### config.mk
export PLATFORM = sky130hd
export DESIGN_NAME = stopwatch_core
export DESIGN_NICKNAME = d
export VERILOG_FILES = /design/src/rtl/stopwatch_pkg.sv /design/src/rtl/stopwatch_core_bcd_digit.sv /design/src/rtl/stopwatch_core.sv
export SDC_FILE = /design/constraint.sdc
export NUM_CORES = 1
export LEC_CHECK = 0
export CAP_MARGIN = 30
export CORE_UTILIZATION = 55
export CTS_CLUSTER_SIZE = 28
export DETAILED_ROUTE_END_ITERATION = 7
export MAX_ROUTING_LAYER = met4
export PLACE_DENSITY = 0.8
export SLEW_MARGIN = 20
export SYNTH_ARGS = -nofsm -noshare
export SYNTH_HDL_FRONTEND = slang
export SYNTH_SLANG_ARGS = --single-unit
export TNS_END_PERCENT = 1
### constraint.sdc
create_clock -name clk_i -period 2.1 [get_ports clk_i]
set_input_delay 0.63 -clock clk_i [delete_from_list [all_inputs] [get_ports clk_i]]
set_output_delay 0.63 -clock clk_i [all_outputs]
set_load 0.01 [all_outputs]
### src/rtl/stopwatch_pkg.sv
// Shared types and constants for the stopwatch core.
//  sw_state_t : control FSM states (IDLE, RUN, STOP, LAP)
//  bcd_t      : one 4-bit BCD digit
//  DIGITS     : number of BCD digits on the display bus (MM:SS.cc)
package stopwatch_pkg;

    typedef enum logic [1:0] {
        IDLE = 2'd0,
        RUN  = 2'd1,
        STOP = 2'd2,
        LAP  = 2'd3
    } sw_state_t;

    typedef logic [3:0] bcd_t;

    localparam int DIGITS = 6;

endpackage

### src/rtl/stopwatch_core_bcd_digit.sv
// Single BCD digit counter with wrap at MAX.
//  clk_i   : system clock
//  rst_ni  : synchronous active-low reset
//  clr_i   : synchronous clear to zero (wins over inc_i)
//  inc_i   : advance the digit by one this cycle
//  q_o     : current digit value, 0..MAX
//  carry_o : combinational carry into the next digit (inc_i while at MAX)
module bcd_digit
    import stopwatch_pkg::*;
#(
    parameter int unsigned MAX = 9
) (
    input  logic clk_i,
    input  logic rst_ni,
    input  logic clr_i,
    input  logic inc_i,
    output bcd_t q_o,
    output logic carry_o
);

    localparam bcd_t MAX_Q = bcd_t'(MAX);

    always_ff @(posedge clk_i) begin
        if (!rst_ni) begin
            q_o <= '0;
        end else if (clr_i) begin
            q_o <= '0;
        end else if (inc_i) begin
            q_o <= (q_o == MAX_Q) ? '0 : q_o + 4'd1;
        end
    end

    // Carry is combinational so a whole chain of digits rolls over on one edge.
    assign carry_o = inc_i && (q_o == MAX_Q);

endmodule

### src/rtl/stopwatch_core.sv
// BCD MM:SS.cc stopwatch driven by a 1/100 s enable pulse.
//  clk_i        : system clock
//  rst_ni       : synchronous active-low reset
//  tick_i       : one-cycle enable pulse from the upstream tick counter
//  start_stop_i : one-cycle pulse, toggle run/stop
//  lap_i        : one-cycle pulse, freeze/unfreeze the display while running
//  clear_i      : one-cycle pulse, return to zero and idle
//  disp_o       : {min_t,min_u,sec_t,sec_u,cs_t,cs_u}, 4-bit BCD each
//  running_o    : high in RUN or LAP
//  lap_o        : high in LAP (display frozen on lap register)
//  overflow_o   : sticky flag, set on MAX_MIN:59.99 -> 00:00.00 wrap
module stopwatch_core
    import stopwatch_pkg::*;
#(
    parameter int unsigned TICKS_PER_CS = 1,
    parameter int unsigned MAX_MIN      = 59
) (
    input  logic                clk_i,
    input  logic                rst_ni,
    input  logic                tick_i,
    input  logic                start_stop_i,
    input  logic                lap_i,
    input  logic                clear_i,
    output logic [DIGITS*4-1:0] disp_o,
    output logic                running_o,
    output logic                lap_o,
    output logic                overflow_o
);

    localparam bcd_t MIN_T_MAX = bcd_t'(MAX_MIN / 10);
    localparam bcd_t MIN_U_MAX = bcd_t'(MAX_MIN % 10);

    sw_state_t state, state_next;

    logic active;
    logic presc_done;
    logic step;

    bcd_t cs_u, cs_t, sec_u, sec_t, min_u, min_t;
    logic c_cs_u, c_cs_t, c_sec_u, c_sec_t;
    logic min_at_max;
    logic wrap;

    logic [DIGITS*4-1:0] count;
    logic [DIGITS*4-1:0] lap_reg;

    assign active = (state == RUN) || (state == LAP);

    // State register.
    always_ff @(posedge clk_i) begin
        if (!rst_ni) begin
            state <= IDLE;
        end else begin
            state <= state_next;
        end
    end

    // Next-state logic; clear beats start/stop, which beats lap.
    always_comb begin
        state_next = state;
        if (clear_i) begin
            state_next = IDLE;
        end else if (start_stop_i) begin
            case (state)
                IDLE:    state_next = RUN;
                RUN:     state_next = STOP;
                LAP:     state_next = STOP;
                STOP:    state_next = RUN;
                default: state_next = IDLE;
            endcase
        end else if (lap_i) begin
            case (state)
                RUN:     state_next = LAP;
                LAP:     state_next = RUN;
                default: state_next = state;
            endcase
        end
    end

    // Prescaler only exists when several ticks make one centisecond. It
    // advances on ticks seen while counting, holds in STOP and restarts
    // from zero in IDLE or on clear.
    generate
        if (TICKS_PER_CS > 1) begin : g_presc
            localparam int PW = $clog2(TICKS_PER_CS);
            localparam logic [PW-1:0] PMAX = PW'(TICKS_PER_CS - 1);

            logic [PW-1:0] presc;

            always_ff @(posedge clk_i) begin
                if (!rst_ni) begin
                    presc <= '0;
                end else if (clear_i || (state == IDLE)) begin
                    presc <= '0;
                end else if (active && tick_i) begin
                    presc <= (presc == PMAX) ? '0 : presc + 1'b1;
                end
            end

            assign presc_done = (presc == PMAX);
        end else begin : g_no_presc
            assign presc_done = 1'b1;
        end
    endgenerate

    // Step decision uses the current state, so a tick arriving with the
    // start pulse is ignored and a tick arriving with the stop pulse counts.
    assign step = active && tick_i && presc_done && !clear_i;

    bcd_digit #(.MAX(9)) u_cs_u (
        .clk_i(clk_i), .rst_ni(rst_ni), .clr_i(clear_i),
        .inc_i(step), .q_o(cs_u), .carry_o(c_cs_u)
    );

    bcd_digit #(.MAX(9)) u_cs_t (
        .clk_i(clk_i), .rst_ni(rst_ni), .clr_i(clear_i),
        .inc_i(c_cs_u), .q_o(cs_t), .carry_o(c_cs_t)
    );

    bcd_digit #(.MAX(9)) u_sec_u (
        .clk_i(clk_i), .rst_ni(rst_ni), .clr_i(clear_i),
        .inc_i(c_cs_t), .q_o(sec_u), .carry_o(c_sec_u)
    );

    bcd_digit #(.MAX(5)) u_sec_t (
        .clk_i(clk_i), .rst_ni(rst_ni), .clr_i(clear_i),
        .inc_i(c_sec_u), .q_o(sec_t), .carry_o(c_sec_t)
    );

    // Minutes wrap on the two-digit value MAX_MIN rather than at 99, so the
    // pair is handled together instead of as two independent digits.
    assign min_at_max = (min_t == MIN_T_MAX) && (min_u == MIN_U_MAX);
    assign wrap       = c_sec_t && min_at_max;

    always_ff @(posedge clk_i) begin
        if (!rst_ni || clear_i) begin
            min_u <= '0;
            min_t <= '0;
        end else if (c_sec_t) begin
            if (min_at_max) begin
                min_u <= '0;
                min_t <= '0;
            end else if (min_u == 4'd9) begin
                min_u <= '0;
                min_t <= min_t + 4'd1;
            end else begin
                min_u <= min_u + 4'd1;
            end
        end
    end

    // Sticky wrap flag, only cleared by reset or clear.
    always_ff @(posedge clk_i) begin
        if (!rst_ni || clear_i) begin
            overflow_o <= 1'b0;
        end else if (wrap) begin
            overflow_o <= 1'b1;
        end
    end

    assign count = {min_t, min_u, sec_t, sec_u, cs_t, cs_u};

    // Lap capture takes the value shown this cycle, before any same-cycle step.
    always_ff @(posedge clk_i) begin
        if (!rst_ni || clear_i) begin
            lap_reg <= '0;
        end else if ((state == RUN) && lap_i && !start_stop_i) begin
            lap_reg <= count;
        end
    end

    assign running_o = active;
    assign lap_o     = (state == LAP);
    assign disp_o    = lap_o ? lap_reg : count;

endmodule

* Word level (Yosys, flattened, before mapping) *
Index checks and enable logic that the tools add are counted.

storage, ports and cells
  memory bits (writable) = 0
  register bits after elaboration = 51
  word-level logic and storage cells = 62
  bits in latches = 0
  memories = 0
  input bits = 6
  output and inout port bits = 27
  bits in read-only memories = 0

cells by class
  magnitude comparators = 0
  bitwise gates (word level) = 1
  multiplexer cells = 13
  $mul = 0
  eq/ne operators = 9
  shifts and indexed selects = 0
  add/subtract/negate cells = 6
  div/mod/pow operators = 0
  reduce and logical (&&, ||, !) cells = 24

operator list
  cell                                                              number
  4-bit two-way mux                                                 8
  4-bit by 1-bit adder with 4-bit output (second input constant)    6
  24-bit two-way mux                                                1
  4-bit == test (second input constant)                             4
  1-bit logical AND                                                 10
  4-bit by 3-bit == test with 1-bit output (second input constant)  2
  2-bit one-hot mux with 2 select lines                             2
  2-bit OR reduction                                                3
  2-bit == test (second input constant)                             2
  2-bit two-way mux                                                 2
  2-bit AND reduction                                               2
  2-bit nonzero test                                                2
  1-bit zero test                                                   3
  3-bit nonzero test                                                1
  2-bit by 1-bit == test with 1-bit output (second input constant)  1
  2-bit zero test                                                   1
  1-bit logical OR                                                  2
  1-bit inverter                                                    1

* Logic depth before layout (Yosys ltp) *
  word-level depth = 9
  mapped depth = 7
  mapped depth without buffers = 6

* Cells and area by module *
From an unflattened synthesis, not the netlist that was laid out.

second synthesis, totals
  cell total of the unflattened synthesis = 282
  area total of the unflattened synthesis = 2553.7 µm²

by module, submodules not included
  module                   seq. area each (µm²)  times used  cells each  area an instance (µm²)
  stopwatch_core           700.7                 1           199         1808.0
  bcd_digit at u_cs_t ...  80.1                  3           21          187.7
  bcd_digit at u_sec_t     80.1                  1           20          182.7

* Worst setup path after synthesis *
OpenSTA, ideal clock, no wires.

  path kind = in2reg
  start = input clear_i
  end = register min_u[1]
  stages on the path = 6
  arrival = 1842 ps
  library setup time = 70 ps
  setup slack = 187 ps
  required time = 2030 ps
  buffers on the path = 2
  cell sequence = and4b_1 -> buf_4 -> nand4_4 -> buf_6 -> or4_1 -> a21oi_1

between the ends
  cells in the longest elaborated chain, start to end = 6
  elaborated cells on any way between the ends = 7
  classes of those cells = reduce/logical (7)

ends and longest elaborated chain
  element                          line                            source
  from (decl)                      stopwatch_core.sv:23            input logic clear_i,
  1-bit zero test                  stopwatch_core.sv:108           assign step = active && tick_i && presc_done && !clear_i;
  1-bit logical AND                stopwatch_core.sv:108
  1-bit logical AND (4 in series)  stopwatch_core_bcd_digit.sv:34  assign carry_o = inc_i && (q_o == MAX_Q);
  to (signal assigned)             stopwatch_core.sv:147           min_u <= min_u + 4'd1;
  to (decl)                        stopwatch_core.sv:39            bcd_t cs_u, cs_t, sec_u, sec_t, min_u, min_t;

Several ways; a longest one is shown, not always the timed one.
A chain may end at the register's enable or synchronous reset.

* Worst setup path in the final report *
  start = register state[0]
  end = output disp_o[21]

between the ends
  cells in the longest elaborated chain, start to end = 2

ends and longest elaborated chain
  element                 line                   source
  from (decl)             stopwatch_core.sv:33   sw_state_t state, state_next;
  from (signal assigned)  stopwatch_core.sv:54   state <= state_next;
  2-bit == test           stopwatch_core.sv:173  assign lap_o = (state == LAP);
  24-bit two-way mux      stopwatch_core.sv:174  assign disp_o = lap_o ? lap_reg : count;
  to (decl)               stopwatch_core.sv:24   output logic [DIGITS*4-1:0] disp_o,

No other way between the ends.

==> run summary <==
TritonCTS clock tree -> done
compound-gate portion of the synthesized area -> 13.0%
Lkg Pwr -> 1.17 nW
failing checks -> negative setup slack
met2 WL post-DR -> 2660 um
mux cell area share after synthesis -> 9.65%
Inst Count DP -> 389
Synth Flop Type -> dfxtp_1
Detailed Route WL -> 5330 um
CP max FO -> 9
Finished Core Util -> 68.9%
All-Layer GR Usage -> 23.3%
clock transition at the registers of the reported paths -> 0.08 ns
Yosys top cell by area -> dfxtp_1
met3 wire len -> 202 um
drc violations -> 0
antenna violations before repair -> 0
placed cell areas -> 3010 um^2
GRT overflow -> 0
Initial DRC Count -> 135
power after layout -> 1.58 mW
crit path DAT -> 1.61 ns
final setup violation count -> 2
CP Capture Type -> primary output
vias in the first global route -> 2036
synthesized area -> 2540 um^2
FF+latch area -> 1020 um^2
HP Class -> register to register
standard-cell rows -> 24
Slew headroom -> 76.7%
sequential fraction of the synthesis area -> 40.2%
Yosys cell types -> 40
clock skew -> 0.00875 ns
register bit count reported by yosys -> 51
clk_lat worst skew -> 0.30 ns
port bufs -> 32
final hold vios -> 0
crit path launch type -> register
height of the die -> 70.0 um
first-pass GRT wire length -> 9000 um
EDFF count, synth -> 0
total number of vias -> 2213
clk buf depth -> 2
hold slack -> 0.457 ns
die area -> 4900 um^2
Async S/R FF share, synth -> 0%
CTS sink count -> 51
Tcrit/Tclk final -> 107%
Post-Syn Area per Cell -> 8.30 um^2
dominant cells by area after synthesis -> dfxtp_1 40%, nand2_1 9.3%, mux2_2 8.9%, a21oi_1 8.3%, o21ai_0 2.8%
final cell count without fillers -> 397
post-DP HPWL -> 3660 um
top cell type's share of synthesized area -> 40.2%
die width -> 70.0 um
post-synthesis simple-gate area fraction -> 26.6%
Syn Inst Count -> 306
Placer Congestion -> 0.848
Starting Density -> 58.0%
Max Cap Violations -> 0
fmax -> 447 MHz
synthesized-area fraction occupied by adder cells -> 1.97%
largest family of logic cells by synthesized area -> simple AND/OR/NAND/NOR gates
post-route ant nets -> 0
Vias/cell -> 5.57
clock root buffer -> clkbuf_8
highest metal used -> met4
Multi-input gate area -> 1380 um^2
Synth Area in XOR/XNOR -> 2.76%
Tmin final -> 2.24 ns
TritonCTS buffer count -> 5
DR WL/cell -> 13.4 um
WL met1 -> 2390 um
fillcell total -> 367
PwrDens -> 524 nW/um^2
post-synthesis net count -> 316
largest net degree at the start of global routing -> 38
VDD IR-drop max -> 0.000431 V
Worst Path Required -> 1.47 ns
Largest register FFs -> 24
outcome -> finished with violations
Slew Viols, Final -> 0
Final Cell Area -> 3020 um^2
final layout net count -> 354
Setup CP Type -> register to primary output
Slew @ Worst Pin -> 0.348 ns
Setup TNS -> -0.235 ns
DP Worst Slack -> -0.261 ns
Placeable Area -> 4380 um^2
CTS H-tree lvls -> 2
io pins -> 33
share of post-route cells with drive strength above 1 -> 22.9%
yosys warns -> 0
post-route setup slack -> -0.138 ns
Area Overhead vs Synth -> 18.9%
RSZ-0062 raised after global routing -> true
# diodes -> 0
first-pass detailed-route iteration total -> 4
## critical path, stage by stage, from the launching register on
cell and delay, ns:
dfxtp_2 0.34, nand2_4 0.09, clkinv_2 0.14, o21ai_1 0.18
clkdlybuf4s50_1 0.55
## synthesized netlist by cell type (all sizes together) (2+ instances only)
cell / instances
ha: 4
xor2: 5
and4bb: 3
and3b: 3
clkbuf: 17
nand3b: 5
nor3b: 4
inv: 5
buf: 7
nand3: 6
and4b: 2
o31ai: 4
a21oi: 42
nand2: 63
mux2: 20
nor2: 16
nor2b: 5
or4: 5
mux2i: 2
xnor2: 3
a31oi: 2
nand4: 6
nand4b: 3
o21ai: 14
dfxtp: 51
## metal layers
metal,vias up,global-route usage (%)
li1,1129,-
met4,0,9.78
met2,49,38.9
met3,7,3.46
met5,-,-
met1,1028,28.1
## cell type report
class | instances | area share, %
well taps | 52 | 2.15
flip-flops and latches | 51 | 33.9
multi-input cells | 225 | 45.8
clock buffers | 6 | 2.40
clock inverters | 2 | 0.414
inverters | 6 | 0.787
repair buffers | 55 | 14.6
## power breakdown
| group | switching (mW) | internal, mW | total, mW |
|---|---|---|---|
| logic | 0.0334 | 0.0261 | 0.0595 |
| clock network | 0.320 | 0.233 | 0.553 |
| registers | 0.00189 | 0.968 | 0.970 |
| total | 0.355 | 1.23 | 1.58 |
## kinds of logic after synthesis
logic type / count (synthesis)
simple gates: 128
mux: 22
xor+xnor: 8
flops: 51
fa+ha+maj: 4
compound gates: 63
buf+inv: 30
## final timing paths
| path | startpoint | to | slack (ns) | cells after the start |
|---|---|---|---|---|
| worst max-delay path | state[0] | disp_o[21] | -0.14 | 4 |
| worst min-delay path | lap_reg[1] | lap_reg[1] | 0.46 | 2 |
| worst max register to register | u_cs_u.q_o[2] | min_t[0] | 0.32 | 4 |
| worst min register to register | lap_reg[1] | lap_reg[1] | 0.46 | 2 |
## what timing repair did
item / 4_1_cts / 5_1_grt
resized for setup: 57 / 19
buffers inserted: 0 / 0
hold buffers: 0 / 0
pin swaps: 1 / 0
endpoints found under the setup margin: 25 / 21
## cell usage in the layout, fill, tap and decap left out, types with 6 or more instances in the layout
cell type / netlist / routed
nand2_1: 63 / 62
dfxtp_1: 51 / 49
a21oi_1: 42 / 42
mux2_2: 20 / 20
buf_4: 2 / 19
nor2_1: 16 / 16
clkbuf_2: 1 / 14
o21ai_0: 14 / 11
clkdlybuf4s50_1: 0 / 10
nand3_1: 6 / 6
Note: power is estimated with default switching activity, not from simulation.
==> RTL edit (same settings) <==
The 4 states of `sw_state_t` get a Gray code encoding in 2 bits.
--- a/src/rtl/stopwatch_pkg.sv
+++ b/src/rtl/stopwatch_pkg.sv
@@ -7,6 +7,6 @@
     typedef enum logic [1:0] {
-        IDLE = 2'd0,
-        RUN  = 2'd1,
-        STOP = 2'd2,
-        LAP  = 2'd3
+        IDLE = 2'b00,
+        RUN  = 2'b01,
+        STOP = 2'b11,
+        LAP  = 2'b10
     } sw_state_t;
Function: no difference found for any inputs over 10 cycles, from zero or initial values; not proved beyond that.
==> RTL edit against the original RTL <==
  * Sequential cell count unchanged
  * Critical path type unchanged
  * Largest power group unchanged
  * Total power grew 11%
  * Routed wire length up 30%
  * Area after synthesis is 0.15% lower
  * Worst setup slack better by 0.033 ns
  * Largest cell class unchanged
  * Sequential power is essentially flat
  * The flow still finishes with violations (setup timing)
  * Cell area is 14% higher
  * Die area fell by 0.16%
==> RTL edit: results (changes against the original RTL) <==
outcome complete, but fails checks; failing checks setup timing; FF-to-FF setup slack 0.23 ns (-0.09 ns); placed wire-length estimate 3940 µm (+7.8%); first-pass GRT wire length 11400 µm (+26%); detailed-route via count 2467 (+11%); RR Endpoint min_u[1]; DR WL/cell 16.8 µm (+25%); Hold Crit Start lap_reg[1]; Critical Path Fanout Max 7 (-2); CP arrival 1.57 ns (-0.04 ns); Max VDD drop 0.345 mV (-20%); Synthesized Nets 315 (-0.32%); final setup violation count 16 (+14); crit path to disp_o[3]; Adder-Cell Fraction of Synth Area 2.96% (+0.99 points); routability cong. 0.805 (-5.0%); mux share of post-synthesis cell area 9.22% (-0.43 points); Starting DRT DRC Count 163 (+21%); Reg2Reg Depth 5 (+1); XOR/XNOR share of the synthesized area 1.38% (-1.4 points); Area after DPL 3050 µm² (+1.3%); Critical Path Start state[0]; fillcell total 285 (-22%); Compound-Gate Fraction of Synth Area 15.3% (+2.3 points); GRT Util Overall 30.2% (+6.9 points); Reg2Reg Launch Point u_cs_t.q_o[1]; largest net degree at the start of global routing 25 (-34%); vias in the first global route 2362 (+16%); final setup margin -0.105 ns (+0.0333 ns); Yosys cell types 43 (+7.5%); Post-synth ARST share 0% (unchanged); Area Overhead vs Synth 35.5%; share of cells above drive strength 1 28.0% (+5.1 points); P_leak 1.28 nW (+9.5%); synth top area cells dfxtp_1 (40%), nand2_1 (9.5%), a21oi_1 (8.5%), mux2_2 (8.4%), o21ai_0 (3.2%)
RTL edit: area by class of cell:
type,count,share of cell area (%)
Clock buffer,6,2.11
Clock inverter,1,0.873
Inverter,9,0.983
Multi-Input combinational cell,227,44.0
Sequential cell,51,29.8
Tap cell,52,1.89
Timing Repair Buffer,67,20.4
RTL edit: report_power, final:
part           internal (W)  switching, W
Sequential         0.000968    0.00000191
Combinational     0.0000543     0.0000538
Clock              0.000350      0.000326
RTL edit: cells by family (layout without fill, tap and decap cells):
| logic type | after synthesis | in the layout |
|---|---|---|
| xor+xnor | 4 | 4 |
| compound gates | 71 | 71 |
| flops | 51 | 51 |
| buf+inv | 25 | 83 |
| mux | 21 | 21 |
| simple gates | 125 | 125 |
| fa+ha+maj | 6 | 6 |
RTL edit: timing repair:
action,CTS,global route
gates cloned,3,0
setup endpoints to repair,27,24
gates resized for setup,147,13
hold buffers,0,0
setup buffers,8,1
pin swaps,1,1
RTL edit: how the worst min path moves through the flow:
stage / to / slack (ns) / depth (start not counted)
2_1_floorplan: lap_reg[0] / 0.43 / 2
3_3_place_gp: lap_reg[19] / 0.44 / 2
3_5_place_dp: lap_reg[1] / 0.45 / 2
4_1_cts: lap_reg[12] / 0.46 / 2
5_1_grt: lap_reg[3] / 0.49 / 2
6_report: lap_reg[1] / 0.46 / 2
RTL edit: metal layers:
| layer | vias up | global-route usage, % | share of wire (%) |
|---|---|---|---|
| li1 | 1178 | - | - |
| met5 | - | - | 0 |
| met2 | 82 | 51.0 | 52 |
| met1 | 1191 | 34.9 | 39 |
| met4 | 0 | 11.8 | 2.0 |
| met3 | 16 | 6.78 | 6.7 |
RTL edit: worst max-delay path: stages (launching register included):
cell and delay [ns]:
dfxtp_2 0.34, inv_2 0.04, ha_4 0.18, buf_12 0.14
buf_16 0.14, mux2_4 0.30, buf_6 0.12
RTL edit: per-stage QoR:
step | cells | setup slack (ns) | TNS, ns
after CTS | 413 | -0.166 | -1.68
after global placement | 395 | -0.215 | -3.79
after global routing | 413 | -0.147 | -2.08
after floorplan | 303 | 0.111 | 0
final | 413 | -0.105 | -1.43
after detailed placement | 395 | -0.321 | -5.55
